File: src/rtl/ram_fifo_ctrl.sv
// FIFO controller sequencing one dual-port RAM: owns pointers, occupancy, flags and sticky errors.
// Latency: push lands in RAM at the next edge; popped word appears on rd_data one cycle after pop.
// Backpressure: push is refused while full (sets overflow), pop is refused while empty (sets underflow).
module ram_fifo_ctrl #(
    parameter int MEM_WIDTH  = 16,
    parameter int MEM_DEPTH  = 1024,
    parameter int ADDER_SIZE = 10,
    parameter int AFULL_TH   = 1020,
    parameter int AEMPTY_TH  = 4
) (
    input  logic                  clk,
    input  logic                  rst_n,
    input  logic                  push,
    input  logic [MEM_WIDTH-1:0]  push_data,
    input  logic                  pop,
    input  logic                  err_clr,
    output logic [MEM_WIDTH-1:0]  ram_din,
    output logic [ADDER_SIZE-1:0] ram_addr_wr,
    output logic [ADDER_SIZE-1:0] ram_addr_rd,
    output logic                  ram_wr_en,
    output logic                  ram_rd_en,
    output logic                  ram_blk_select,
    input  logic [MEM_WIDTH-1:0]  ram_dout,
    output logic [MEM_WIDTH-1:0]  rd_data,
    output logic                  rd_valid,
    output logic [ADDER_SIZE:0]   count,
    output logic                  full,
    output logic                  empty,
    output logic                  almost_full,
    output logic                  almost_empty,
    output logic                  overflow,
    output logic                  underflow
);

    localparam logic [ADDER_SIZE:0]   DEPTH_C  = (ADDER_SIZE+1)'(MEM_DEPTH);
    localparam logic [ADDER_SIZE:0]   AFULL_C  = (ADDER_SIZE+1)'(AFULL_TH);
    localparam logic [ADDER_SIZE:0]   AEMPTY_C = (ADDER_SIZE+1)'(AEMPTY_TH);
    localparam logic [ADDER_SIZE:0]   CNT_ONE  = (ADDER_SIZE+1)'(1);
    localparam logic [ADDER_SIZE-1:0] PTR_ONE  = ADDER_SIZE'(1);

    logic [ADDER_SIZE-1:0] wr_ptr;
    logic [ADDER_SIZE-1:0] rd_ptr;
    logic                  push_ok;
    logic                  pop_ok;

    // Status flags decode straight from the registered occupancy so they never glitch on requests.
    assign full         = (count == DEPTH_C);
    assign empty        = (count == '0);
    assign almost_full  = (count >= AFULL_C);
    assign almost_empty = (count <= AEMPTY_C);

    // Requests are qualified against start-of-cycle flags; refused ones never touch the RAM.
    assign push_ok = push & ~full;
    assign pop_ok  = pop & ~empty;

    // RAM is driven combinationally in the request cycle; it registers the read internally.
    assign ram_din        = push_data;
    assign ram_addr_wr    = wr_ptr;
    assign ram_addr_rd    = rd_ptr;
    assign ram_wr_en      = push_ok;
    assign ram_rd_en      = pop_ok;
    assign ram_blk_select = push_ok | pop_ok;
    assign rd_data        = ram_dout;

    // Pointers advance on accepted requests and wrap naturally at the power-of-two depth.
    always_ff @(posedge clk or negedge rst_n) begin
        if (!rst_n) begin
            wr_ptr <= '0;
            rd_ptr <= '0;
        end else begin
            if (push_ok) wr_ptr <= wr_ptr + PTR_ONE;
            if (pop_ok)  rd_ptr <= rd_ptr + PTR_ONE;
        end
    end

    // Occupancy: a simultaneous accepted push and pop leaves it unchanged.
    always_ff @(posedge clk or negedge rst_n) begin
        if (!rst_n) begin
            count <= '0;
        end else begin
            case ({push_ok, pop_ok})
                2'b10:   count <= count + CNT_ONE;
                2'b01:   count <= count - CNT_ONE;
                default: count <= count;
            endcase
        end
    end

    // rd_valid tracks the RAM's one-cycle registered read.
    always_ff @(posedge clk or negedge rst_n) begin
        if (!rst_n) begin
            rd_valid <= 1'b0;
        end else begin
            rd_valid <= pop_ok;
        end
    end

    // Sticky errors: a new error in the same cycle as err_clr keeps the flag set.
    always_ff @(posedge clk or negedge rst_n) begin
        if (!rst_n) begin
            overflow  <= 1'b0;
            underflow <= 1'b0;
        end else begin
            if (push && full)  overflow  <= 1'b1;
            else if (err_clr)  overflow  <= 1'b0;
            if (pop && empty)  underflow <= 1'b1;
            else if (err_clr)  underflow <= 1'b0;
        end
    end

endmodule
File: config.mk
export PLATFORM = sky130hd
export DESIGN_NAME = ram_fifo_ctrl
export DESIGN_NICKNAME = d
export VERILOG_FILES = /design/src/rtl/ram_fifo_ctrl.sv
export SDC_FILE = /design/constraint.sdc
export NUM_CORES = 1
export LEC_CHECK = 0
export CAP_MARGIN = 30
export CORE_ASPECT_RATIO = 2
export CORE_MARGIN = 2
export CORE_UTILIZATION = 40
export CTS_CLUSTER_DIAMETER = 50
export DETAILED_ROUTE_END_ITERATION = 6
export GPL_ROUTABILITY_DRIVEN = 0
export PLACE_DENSITY = 0.8
export RECOVER_POWER = 50
export SYNTH_ARGS = -nofsm -noshare
export SYNTH_HDL_FRONTEND = slang
export SYNTH_SLANG_ARGS = --single-unit
File: constraint.sdc
create_clock -name clk -period 4.12 [get_ports clk]
set_input_delay 0.824 -clock clk [delete_from_list [all_inputs] [get_ports clk]]
set_output_delay 0.824 -clock clk [all_outputs]
set_load 0.005 [all_outputs]
Word-level counts from Yosys, hierarchy flattened
Index checks and enable logic that the tools add are counted.

operators by class
  add/sub/neg operators = 4
  $lt $le $gt $ge = 2
  equality and inequality tests = 3
  muxes and demuxes = 4
  bitwise gates (word level) = 5
  reductions and logical operators = 6

operator list
  kind                     count
  $pmux W11 S2             1
  $add A10 B1 Y10 const B  2
  $add A11 B1 Y11 const B  1
  $eq A11 B11 Y1 const B   1
  $ge A11 B10 Y1 const B   1
  $le A11 B3 Y1 const B    1
  $logic_not A11 Y1        1
  $sub A11 B1 Y11 const B  1
  $reduce_bool A2 Y1       3
  $mux W1                  3
  $and A1 B1 Y1            2
  $eq A2 B1 Y1 const B     1
  $eq A2 B2 Y1 const B     1
  $logic_and A1 B1 Y1      2
  $not A1 Y1               2
  $or A1 B1 Y1             1

storage, ports and cells
  register bits after elaboration = 34

Depth between registers and ports, before layout
Gate-level depths: netlist (run 1).

  word-level depth = 5
  depth in mapped cells = 10

Worst setup path before layout (run 1)
Ideal clock, no wire load.

  path type = input to register
  from = input push
  to = register count[10]
  arrival = 3.128 ns
  path slack = 0.863 ns
  cell stages on the path = 10
  path buffers = 0
  cells stage by stage = inv_1 -> a41oi_2 -> inv_1 -> ha_1 -> fa_1 -> a21o_1 -> a2111oi_4 -> a211oi_1 -> mux2_2 -> xnor2_1

on the way
  cells in the longest elaborated chain, start to end = 3

RTL lines
  what                                                RTL line  text
  start, declared                                     13        input logic push,
  $and A1 B1 Y1 *                                     53        assign push_ok = push & ~full;
  named net ram_wr_en                                 20        output logic ram_wr_en,
  $eq A2 B1 Y1 or $eq A2 B2 Y1 (tied branches)        81        case ({push_ok, pop_ok})
  $pmux W11 S2 or $reduce_bool A2 Y1 (tied branches)  n/a
  end signal, assigned                                82        2'b10: count <= count + CNT_ONE;
  end signal, assigned                                83        2'b01: count <= count - CNT_ONE;
  end signal, assigned                                84        default: count <= count;
  end, declared                                       26        output logic [ADDER_SIZE:0] count,

The timed path passes the listed nets; every way through them passes the cells marked *.
A chain may end at the register's enable or synchronous reset.

Worst setup path in the final report (run 1)
  from = input pop
  to = output ram_blk_select

on the way
  cells in the longest elaborated chain, start to end = 2

RTL lines
  what             RTL line  text
  start, declared  15        input logic pop,
  $and A1 B1 Y1    54        assign pop_ok = pop & ~empty;
  $or A1 B1 Y1     62        assign ram_blk_select = push_ok | pop_ok;
  end, declared    22        output logic ram_blk_select,

No other way between the ends.

==> results of run 1 <==
==> through the flow <==
stage	setup WS, ps	instance area [um2]
finish	577	2570
global route	448	2570
CTS	624	2580
detailed placement	358	2510
global placement	399	2510
floorplan	863	2210
==> cell usage in the layout, fill, tap and decap left out, drive strengths merged, types with 4 or more instances in the layout <==
master	synthesis	final
a211oi	4	4
a21o	5	5
a21oi	4	4
and3	8	8
clkbuf	3	8
clkdlybuf4s50	0	43
dfrtp	34	34
ha	13	13
inv	10	10
mux2	8	8
nand2	13	13
nand3	9	9
nor2	6	6
nor3	5	5
xnor2	17	17
xor2	8	8
==> area by class of cell <==
class / instances / area share (%)
inverters: 10 / 1.46
repair buffers: 48 / 17.9
flip-flops and latches: 34 / 33.1
clock buffers: 5 / 2.67
well taps: 60 / 2.92
multi-input cells: 133 / 41.6
clock inverters: 2 / 0.389
==> final timing paths <==
check	slack (ps)	from	to	depth (start not counted)
max reg2reg	710	count[7]	count[10]	10
min	470	ram_addr_wr[9]	ram_addr_wr[9]	1
min in group asynchronous	1560	rst_n	ram_addr_wr[7]	2
max in group asynchronous	1510	rst_n	ram_addr_rd[8]	2
max	580	pop	ram_blk_select	8
min reg2reg	470	ram_addr_wr[9]	ram_addr_wr[9]	1
==> sequential cells by signal (all words and copies together) (netlist names) <==
name,count
underflow,1
ram_addr_wr,10
rd_valid,1
count,11
ram_addr_rd,10
overflow,1
==> per-layer routing <==
| layer | routed length [um] | part of all wire, % | vias up |
|---|---|---|---|
| met4 | 150 | 3.4 | 0 |
| met5 | 0 | 0 | - |
| met2 | 2400 | 54 | 44 |
| met3 | 217 | 4.9 | 20 |
| met1 | 1700 | 38 | 774 |
| li1 | - | - | 750 |
==> power by group through the flow <==
stage          sequential [mW]  clock (mW)  combinational [mW]
6_report                 0.645       0.231               0.839
5_1_grt                  0.671       0.252               0.922
4_1_cts                  0.648       0.236               0.848
3_5_place_dp             0.653           0               0.842
3_3_place_gp             0.649           0               0.824
2_1_floorplan            0.612           0               0.510
==> logic make-up (layout without fill, tap and decap cells) <==
group	after synthesis	in the layout	synth area share (%)
compound gates	31	31	11.8
xor+xnor	25	25	9.91
fa+ha+maj	14	14	8.27
buf+inv	45	65	13.1
flops	34	34	38.5
mux	9	9	4.53
simple gates	54	54	13.9
==> summary.txt, run 1 <==
Power and ir drop
  • Seq pwr share: 37.6%
  • Sw Pwr: 0.658 mW
  • Internal: 1.06 mW
  • Clock power frac: 13.5%
  • Total power: 1.71 mW
  • Combinational share of power: 48.9%
  • Static Leak: 1.12 nW
  • Pwr/cell area: 666 nW/um2
  • Peak supply drop: 0.294 mV
  • Switching Share: 38.4%

GRT
  • First-pass GRT wire length: 7450 um
  • Grt ovf: 0
  • GRT Util Overall: 15.4%
  • Initial antenna violation count: 0
  • GRT met2 Usage: 27.6%
  • Met3 usage: 2.61%
  • Most Crowded Layer GR: met2
  • Largest net degree at the start of global routing: 35
  • Global-route met1 utilization: 16.4%
  • Vias in the first global route: 1580

Final layout
  • Multi-input logic area: 1070 um2
  • Register Area: 851 um2
  • Synth-to-Final Area Change: 16.5%
  • Fillcell total: 490
  • Share of layout cells above drive strength 1: 9.05%
  • Non-filler instance count after layout: 292
  • Antenna cells: 0
  • Final core utilization: 47.9%
  • Final nets: 283

Placed design
  • Number of port buffers: 45
  • Post-placement cell count: 285
  • Post-detail-place hpwl: 3310 um

Timing
  • Fmax: 0.282 GHz
  • Hold WS: 474 ps
  • Worst Max-Slew Pin Slew: 1810 ps
  • Hold Violations, Final: 0
  • Final setup viols: 0
  • RSZ-0062 raised after global routing: no
  • Setup TNS: 0 ps
  • Min Tclk post-route: 3540 ps
  • Worst Skew: 4.59 ps
  • Relative slew margins: -20.7%
  • Crit share post-route: 86.0%
  • Slew Limit Fails: 35

Logic synthesis
  • Post-Syn Nets: 263
  • Post-synth cell types: 40
  • Largest area contributor in the synthesized netlist: dfrtp_1
  • Share of the synthesized area in the top cell type: 38.5%
  • YS warnings: 0
  • Sequential area share after synthesis: 38.5%
  • Fraction of registers with async set/reset: 100%
  • Cell with the most instances after synthesis: dfrtp_1
  • Most used DFF post-synth: dfrtp_1
  • EDFF count, synth: 0
  • Synth top cells by count: dfrtp_1, buf_4, xnor2_1, ha_1, nand2_1
  • Top post-synthesis cells by area: dfrtp_1, buf_4, ha_1, xnor2_1, mux2_2
  • Cell area after synthesis: 2210 um2
  • Seq cells post-synth: 34
  • Post-Syn Area per Cell: 10.4 um2
  • Cells after synthesis: 212

Hold path
  • Worst Hold Class: reg2reg

Worst setup path
  • CP endpoint kind: output port
  • CP Data Arrival Time: 2720 ps
  • Worst path top cell family by delay: buffers and inverters
  • CP startpoint kind: primary input
  • Slowest cell on crit path: clkdlybuf4s50_1
  • Critical Path RT: 3300 ps
  • Buffer and inverter count on the worst path: 6
  • CP Cell Sequence: clkdlybuf4s50_1 > inv_1 > a41oi_2 > clkbuf_1 > inv_1 > ha_1 > inv_1 > clkdlybuf4s50_1
  • Most used cell, CP: inv_1
  • Slowest stage delay, CP: 500 ps
  • Critical path class: in2out
  • Critical path peak fanout: 8

Detailed routing
  • Detailed-route wire length per cell: 15.3 um
  • Iter 0 DRT Violations: 27
  • First drt pass iteration count: 6
  • DRC: 0
  • Vias per Instance: 5.44
  • Post-route ant nets: 0
  • Final WL: 4470 um
  • Via count: 1588

CTS
  • CTS tree: built
  • Cts repair resizes: 0
  • Worst-case clock buffer depth: 2
  • Worst-skew pair later-pin latency: 280 ps
  • Inserted Clock Buffers: 5
  • Post-CTS Setup Bufs: 0
  • Hold_buf cts: 0
  • Clk slew on worst S/H paths: 70 ps
  • H-Tree Depth: 2
  • Clk sinks: 34
  • CTS root buf: clkbuf_8

Outcome
  • Violated checks: max-capacitance violations, max-slew violations
  • Status: complete, but fails checks

Floorplanning
  • Core Rows: 38
  • Core box area: 5370 um2
  • Ports: 110
  • Die Ht: 109 um
  • Die Area: 6170 um2
  • Die width: 56.6 um
  • Initial Utilization: 41.1%

Job
  • Max-Cap Viols: 1
Power figures use the tool's default switching activity.
==> inputs of run 2 (changes only) <==
CORE_MARGIN = 1   (was 2)
==> run 2 against run 1 <==
Die area shrank 5.3%. Power decreased by 0.24%. Sequential power barely moved. Count of clock-buffer cells in the layout unchanged. Final area shrank 0.29%. First-iteration DRC count rose by 67%. Sequential share of layout area grew 0.097 points. The run still ends with max-capacitance violations, max-slew violations left. Critical path type is now in2reg. Combinational power is 0.5% lower. Flip-flop and latch count unchanged. Clock power barely moved.
==> summary.txt, run 2 (same netlist as run 1, synthesis figures left out) <==
CTS
  • Inserted Clock Buffers: 5 (unchanged)
  • Cts repair resizes: 0 (unchanged)
  • Clk slew on worst S/H paths: 70 ps (about the same)
  • CTS root buf: clkbuf_8
  • Post-CTS Setup Bufs: 0 (unchanged)
  • Hold_buf cts: 0 (unchanged)
  • Worst-case clock buffer depth: 2 (unchanged)
  • Clk sinks: 34 (unchanged)
  • Worst-skew pair later-pin latency: 280 ps (about the same)
  • CTS tree: built
  • H-Tree Depth: 2 (unchanged)

GRT
  • First-pass GRT wire length: 7110 um (-4.5%)
  • GRT Util Overall: 16.6% (+1.2 points)
  • Vias in the first global route: 1547 (-2.1%)
  • Most Crowded Layer GR: met2
  • Met3 usage: 3.40% (+0.79 points)
  • GRT met2 Usage: 28.5% (+0.91 points)
  • Initial antenna violation count: 0 (unchanged)
  • Global-route met1 utilization: 18.6% (+2.2 points)
  • Grt ovf: 0 (unchanged)
  • Largest net degree at the start of global routing: 35 (unchanged)

Hold path
  • Hold Path Stages: 1 (unchanged)
  • Hold EP: ram_addr_rd[9]
  • Worst Hold Class: reg2reg
  • Hold_sp: ram_addr_rd[9]

Placed design
  • Area after DPL: 2510 um2 (unchanged)
  • Post-placement cell count: 285 (unchanged)
  • Number of port buffers: 45 (unchanged)
  • Post-detail-place hpwl: 3320 um (+0.35%)
  • Pre-CTS WS: 292 ps (-66.9 ps)

Detailed routing
  • Vias per Instance: 5.40 (-0.69%)
  • Via count: 1577 (-0.69%)
  • DRC: 0 (unchanged)
  • Final WL: 4340 um (-3.0%)
  • Post-route ant nets: 0 (unchanged)
  • Detailed-route wire length per cell: 14.9 um (-3.0%)
  • First drt pass iteration count: 4 (-2)
  • Iter 0 DRT Violations: 45 (+67%)

Timing
  • Setup TNS: 0 ps (unchanged)
  • Slew Limit Fails: 35 (unchanged)
  • Crit share post-route: 88.6% (+2.6 points)
  • RSZ-0062 raised after global routing: no
  • Worst Max-Slew Pin Slew: 1890 ps (+76.1 ps)
  • Min Tclk post-route: 3650 ps (+107 ps)
  • Hold Violations, Final: 0 (unchanged)
  • Hold WS: 466 ps (-7.95 ps)
  • Worst Skew: 5.70 ps (+1.12 ps)
  • Fmax: 0.274 GHz (-2.9%)
  • Relative slew margins: -25.8% (-5.1 points)
  • Final setup viols: 0 (unchanged)
  • Setup ws final: 470 ps (-107 ps)

Worst setup path
  • Buffer and inverter count on the worst path: 2 (-4)
  • Slowest cell on crit path: a2111oi_0
  • CP endpoint kind: flip-flop
  • Critical path peak fanout: 12 (+4)
  • R2r setup slk: 660 ps (-50 ps)
  • Launch point of the worst reg-to-reg path: count[7]
  • Slowest stage delay, CP: 670 ps (+170 ps)
  • Critical Path RT: 4330 ps (+1030 ps)
  • CP startpoint kind: primary input
  • R2R cell count: 10 (unchanged)
  • Critical path class: in2reg
  • CP Cell Sequence: clkdlybuf4s50_1 > inv_1 > a41oi_1 > ha_1 > ha_1 > a21o_1 > a21o_1 > a2111oi_0 > o311ai_0 > nand4_1
  • CP Data Arrival Time: 3860 ps (+1140 ps)
  • Worst path top cell family by delay: compound AO/OA/AOI/OAI gates
  • R2R Path End: count[7]

Floorplanning
  • Die width: 54.6 um (-3.5%)
  • Initial Utilization: 41.1% (unchanged)
  • Core box area: 5370 um2 (unchanged)
  • Die Area: 5840 um2 (-5.3%)
  • Ports: 110 (unchanged)
  • Die Ht: 107 um (-1.8%)
  • Core Rows: 38 (unchanged)

Final layout
  • Final nets: 283 (unchanged)
  • Share of layout cells above drive strength 1: 8.62% (-0.43 points)
  • Synth-to-Final Area Change: 16.1%
  • Non-filler instance count after layout: 292 (unchanged)
  • Final core utilization: 47.8% (-0.14 points)
  • Fillcell total: 507 (+3.5%)
  • Design Area, Final: 2570 um2 (-0.29%)
  • Max reg flops: 11 (unchanged)
  • Most flop-heavy register: count
  • Most common cell after layout, fill and taps aside: clkdlybuf4s50_1
  • Antenna cells: 0 (unchanged)
  • Commonest cells after routing, fill and taps aside: clkdlybuf4s50_1, dfrtp_1, xnor2_1

Outcome
  • Status: complete, but fails checks
  • Violated checks: max-capacitance violations, max-slew violations

Power and ir drop
  • Peak supply drop: 0.273 mV (-7.2%)
  • Total power: 1.71 mW (-0.24%)
  • Static Leak: 1.12 nW (about the same)
  • Pwr/cell area: 667 nW/um2 (about the same)

Job
  • Max-Cap Viols: 1 (unchanged)
==> run 2: cell types whose count changed in the layout (fill, tap and decap cells not counted), sizes merged <==
| cell | before | now |
|---|---|---|
| clkdlybuf4s50 | 43 | 44 |
| dlygate4sd3 | 2 | 1 |
==> run 2: worst max-delay path by stage <==
stage	startpoint	endpoint	slack [ps]	depth (start not counted)
floorplan	push	count[10]	860	10
global placement	push	count[7]	350	11
detailed placement	push	count[10]	290	11
CTS	push	count[7]	560	11
global route	pop	count[7]	370	10
finish	pop	count[7]	470	10
==> run 2: worst register-to-register path: stages, from the launching register on <==
cell and delay (ps):
dfrtp_1 430, nor3_1 420, a41oi_2 180, inv_1 100
ha_1 450, ha_1 320, a21o_1 150, a21o_1 210
a2111oi_0 670, o311ai_0 280, nand4_1 170
==> run 2: power by group <==
group	switching (mW)	internal [mW]	total (mW)
registers	0.185	0.457	0.642
logic	0.348	0.487	0.835
clock network	0.121	0.113	0.234
total	0.654	1.06	1.71
==> run 2: routing by layer <==
metal / vias to the layer above / wire, um / share of wire, %
li1: 750 / - / -
met1: 760 / 1700 / 39
met2: 52 / 2350 / 54
met3: 15 / 188 / 4.3
met4: 0 / 103 / 2.4
met5: - / 0 / 0
==> run 2: final cells by class <==
class	count	area (um2)	area share, %
Clock buffer	5	68.8	2.68
Tap cell	60	75.1	2.93
Timing Repair Buffer	48	462	18.0
Multi-Input combinational cell	133	1060	41.4
Clock inverter	2	10.0	0.390
Sequential cell	34	851	33.2
Inverter	10	37.5	1.46
==> inputs of run 3 (changes only) <==
GPL_TIMING_DRIVEN = 0   (was default)
==> run 3 against run 2 <==
The run still ends with max-capacitance violations, max-slew violations left. Routed wire length grew 9.8%. First-iteration DRC count shrank 56%. Power rose by 2.6%. Largest power group unchanged. Final area increased by 22%. Sequential share of layout area shrank 6.1 points.
==> summary.txt, run 3 (same netlist as run 1, synthesis figures left out) <==
Power and ir drop
  • Combinational share of power: 49.9% (+1.1 points)
  • Sw Pwr: 0.655 mW (+0.12%)
  • Clock power frac: 14.4% (+0.7 points)
  • Static Leak: 1.45 nW (+29%)
  • Total power: 1.75 mW (+2.6%)
  • Peak supply drop: 0.274 mV (+0.21%)
  • Pwr/cell area: 559 nW/um2 (-16%)
  • Internal: 1.10 mW (+4.1%)
  • Switching Share: 37.3% (-0.91 points)
  • Seq pwr share: 35.7% (-1.8 points)

Floorplanning
  • Die Ht: 107 um (unchanged)
  • Initial Utilization: 41.1% (unchanged)
  • Die width: 54.6 um (unchanged)
  • Die Area: 5840 um2 (unchanged)
  • Ports: 110 (unchanged)
  • Core box area: 5370 um2 (unchanged)
  • Core Rows: 38 (unchanged)

Final layout
  • Synth-to-Final Area Change: 42.1%
  • Final nets: 347 (+23%)
  • Final core utilization: 58.5% (+11 points)
  • Antenna cells: 0 (unchanged)
  • Most common cell after layout, fill and taps aside: clkdlybuf4s50_1
  • Non-filler instance count after layout: 357 (+22%)
  • Max reg flops: 11 (unchanged)
  • Share of layout cells above drive strength 1: 17.8% (+9.2 points)
  • Commonest cells after routing, fill and taps aside: clkdlybuf4s50_1, dfrtp_1, buf_4
  • Most flop-heavy register: count
  • Fillcell total: 470 (-7.3%)

GRT
  • Vias in the first global route: 1799 (+16%)
  • GRT Util Overall: 17.4% (+0.83 points)
  • Largest net degree at the start of global routing: 35 (unchanged)
  • Initial antenna violation count: 0 (unchanged)
  • Grt ovf: 0 (unchanged)
  • First-pass GRT wire length: 7420 um (+4.4%)

Worst setup path
  • CP startpoint kind: primary input
  • CP Cell Sequence: clkdlybuf4s50_1 > inv_1 > a41oi_2 > inv_1 > ha_1 > fa_1 > a21o_1 > a2111oi_4 > a211oi_1 > mux2_2 > xnor2_1
  • R2R cell count: 10 (unchanged)
  • Slowest stage delay, CP: 480 ps (-190 ps)
  • R2R Path End: count[10]
  • CP Data Arrival Time: 3980 ps (+120 ps)
  • Slowest cell on crit path: clkdlybuf4s50_1
  • Launch point of the worst reg-to-reg path: count[7]
  • Critical path peak fanout: 12 (unchanged)
  • Worst path top cell family by delay: compound AO/OA/AOI/OAI gates
  • Critical Path RT: 4280 ps (-50 ps)
  • Buffer and inverter count on the worst path: 3 (+1)
  • CP endpoint kind: flip-flop
  • R2r setup slk: 450 ps (-210 ps)
  • Critical path class: in2reg
  • Most used cell, CP: inv_1

CTS
  • Clk sinks: 34 (unchanged)
  • Clk slew on worst S/H paths: 70 ps (about the same)
  • CTS root buf: clkbuf_8
  • H-Tree Depth: 2 (unchanged)
  • Hold_buf cts: 0 (unchanged)
  • Worst-skew pair later-pin latency: 280 ps (about the same)
  • CTS tree: built
  • Inserted Clock Buffers: 5 (unchanged)
  • Worst-case clock buffer depth: 2 (unchanged)
  • Post-CTS Setup Bufs: 0 (unchanged)
  • Cts repair resizes: 0 (unchanged)

Placed design
  • Post-placement cell count: 349 (+22%)
  • Pre-CTS WS: -12.5 ps (-304 ps)
  • Post-detail-place hpwl: 3830 um (+15%)
  • Number of port buffers: 77 (+71%)

Hold path
  • Hold EP: ram_addr_rd[9]
  • Worst Hold Class: reg2reg
  • Hold Path Stages: 1 (unchanged)
  • Hold_sp: ram_addr_rd[9]

Timing
  • Worst Max-Slew Pin Slew: 1780 ps (-106 ps)
  • Worst Skew: 3.94 ps (-1.77 ps)
  • Hold Violations, Final: 0 (unchanged)
  • Relative slew margins: -18.7% (+7.1 points)
  • Slew Limit Fails: 35 (unchanged)
  • Fmax: 0.262 GHz (-4.4%)
  • RSZ-0062 raised after global routing: no
  • Final setup viols: 0 (unchanged)
  • Min Tclk post-route: 3820 ps (+168 ps)
  • Crit share post-route: 92.7% (+4.1 points)
  • Setup ws final: 302 ps (-168 ps)

Job
  • Max-Cap Viols: 1 (unchanged)

Detailed routing
  • Vias per Instance: 5.27 (-2.4%)
  • Final WL: 4760 um (+9.8%)
  • Iter 0 DRT Violations: 20 (-56%)
  • DRC: 0 (unchanged)
  • Post-route ant nets: 0 (unchanged)
  • First drt pass iteration count: 6 (+2)
  • Detailed-route wire length per cell: 13.3 um (-10%)
  • Via count: 1881 (+19%)

Outcome
  • Status: complete, but fails checks
  • Violated checks: max-capacitance violations, max-slew violations
## run 3: final cells by class
cell class                      count  area (um2)  area share (%)
Inverter                           10        37.5            1.20
Buffer                             35         251            8.01
Tap cell                           60        75.1            2.39
Timing Repair Buffer               77         764            24.3
Sequential cell                    34         851            27.1
Clock buffer                        7        86.3            2.75
Clock inverter                      1        5.00           0.159
Multi-Input combinational cell    133        1070            34.1
## run 3: routing by layer
metal / track usage, % / part of all wire [%] / vias to the layer above
li1: - / - / 880
met1: 16.5 / 36 / 896
met2: 33.1 / 55 / 95
met3: 2.84 / 6.4 / 10
met4: 8.24 / 2.2 / 0
met5: 0 / 0 / -
## run 3: worst max path at each step
stage | from | endpoint | slack [ps] | cells after the start
floorplan | push | count[10] | 860 | 10
global placement | push | count[10] | 5 | 11
detailed placement | push | count[10] | -10 | 11
CTS | push | count[10] | 280 | 11
global route | pop | count[7] | 40 | 10
finish | push | count[10] | 300 | 11
## run 3: power groups by stage
stage	combinational (mW)	clock (mW)	sequential, mW
after floorplan	0.510	0	0.612
after global placement	0.881	0	0.636
after detailed placement	0.903	0	0.639
after CTS	0.909	0.259	0.633
after global routing	0.974	0.268	0.653
final	0.875	0.252	0.627
## run 3: stage by stage
step | TNS [ps] | hold slack [ps] | area, um2
global placement | 0 | 463 | 3060
floorplan | 0 | 468 | 2210
finish | 0 | 464 | 3140
global route | 0 | 483 | 3140
detailed placement | -13.6 | 465 | 3050
CTS | 0 | 476 | 3140
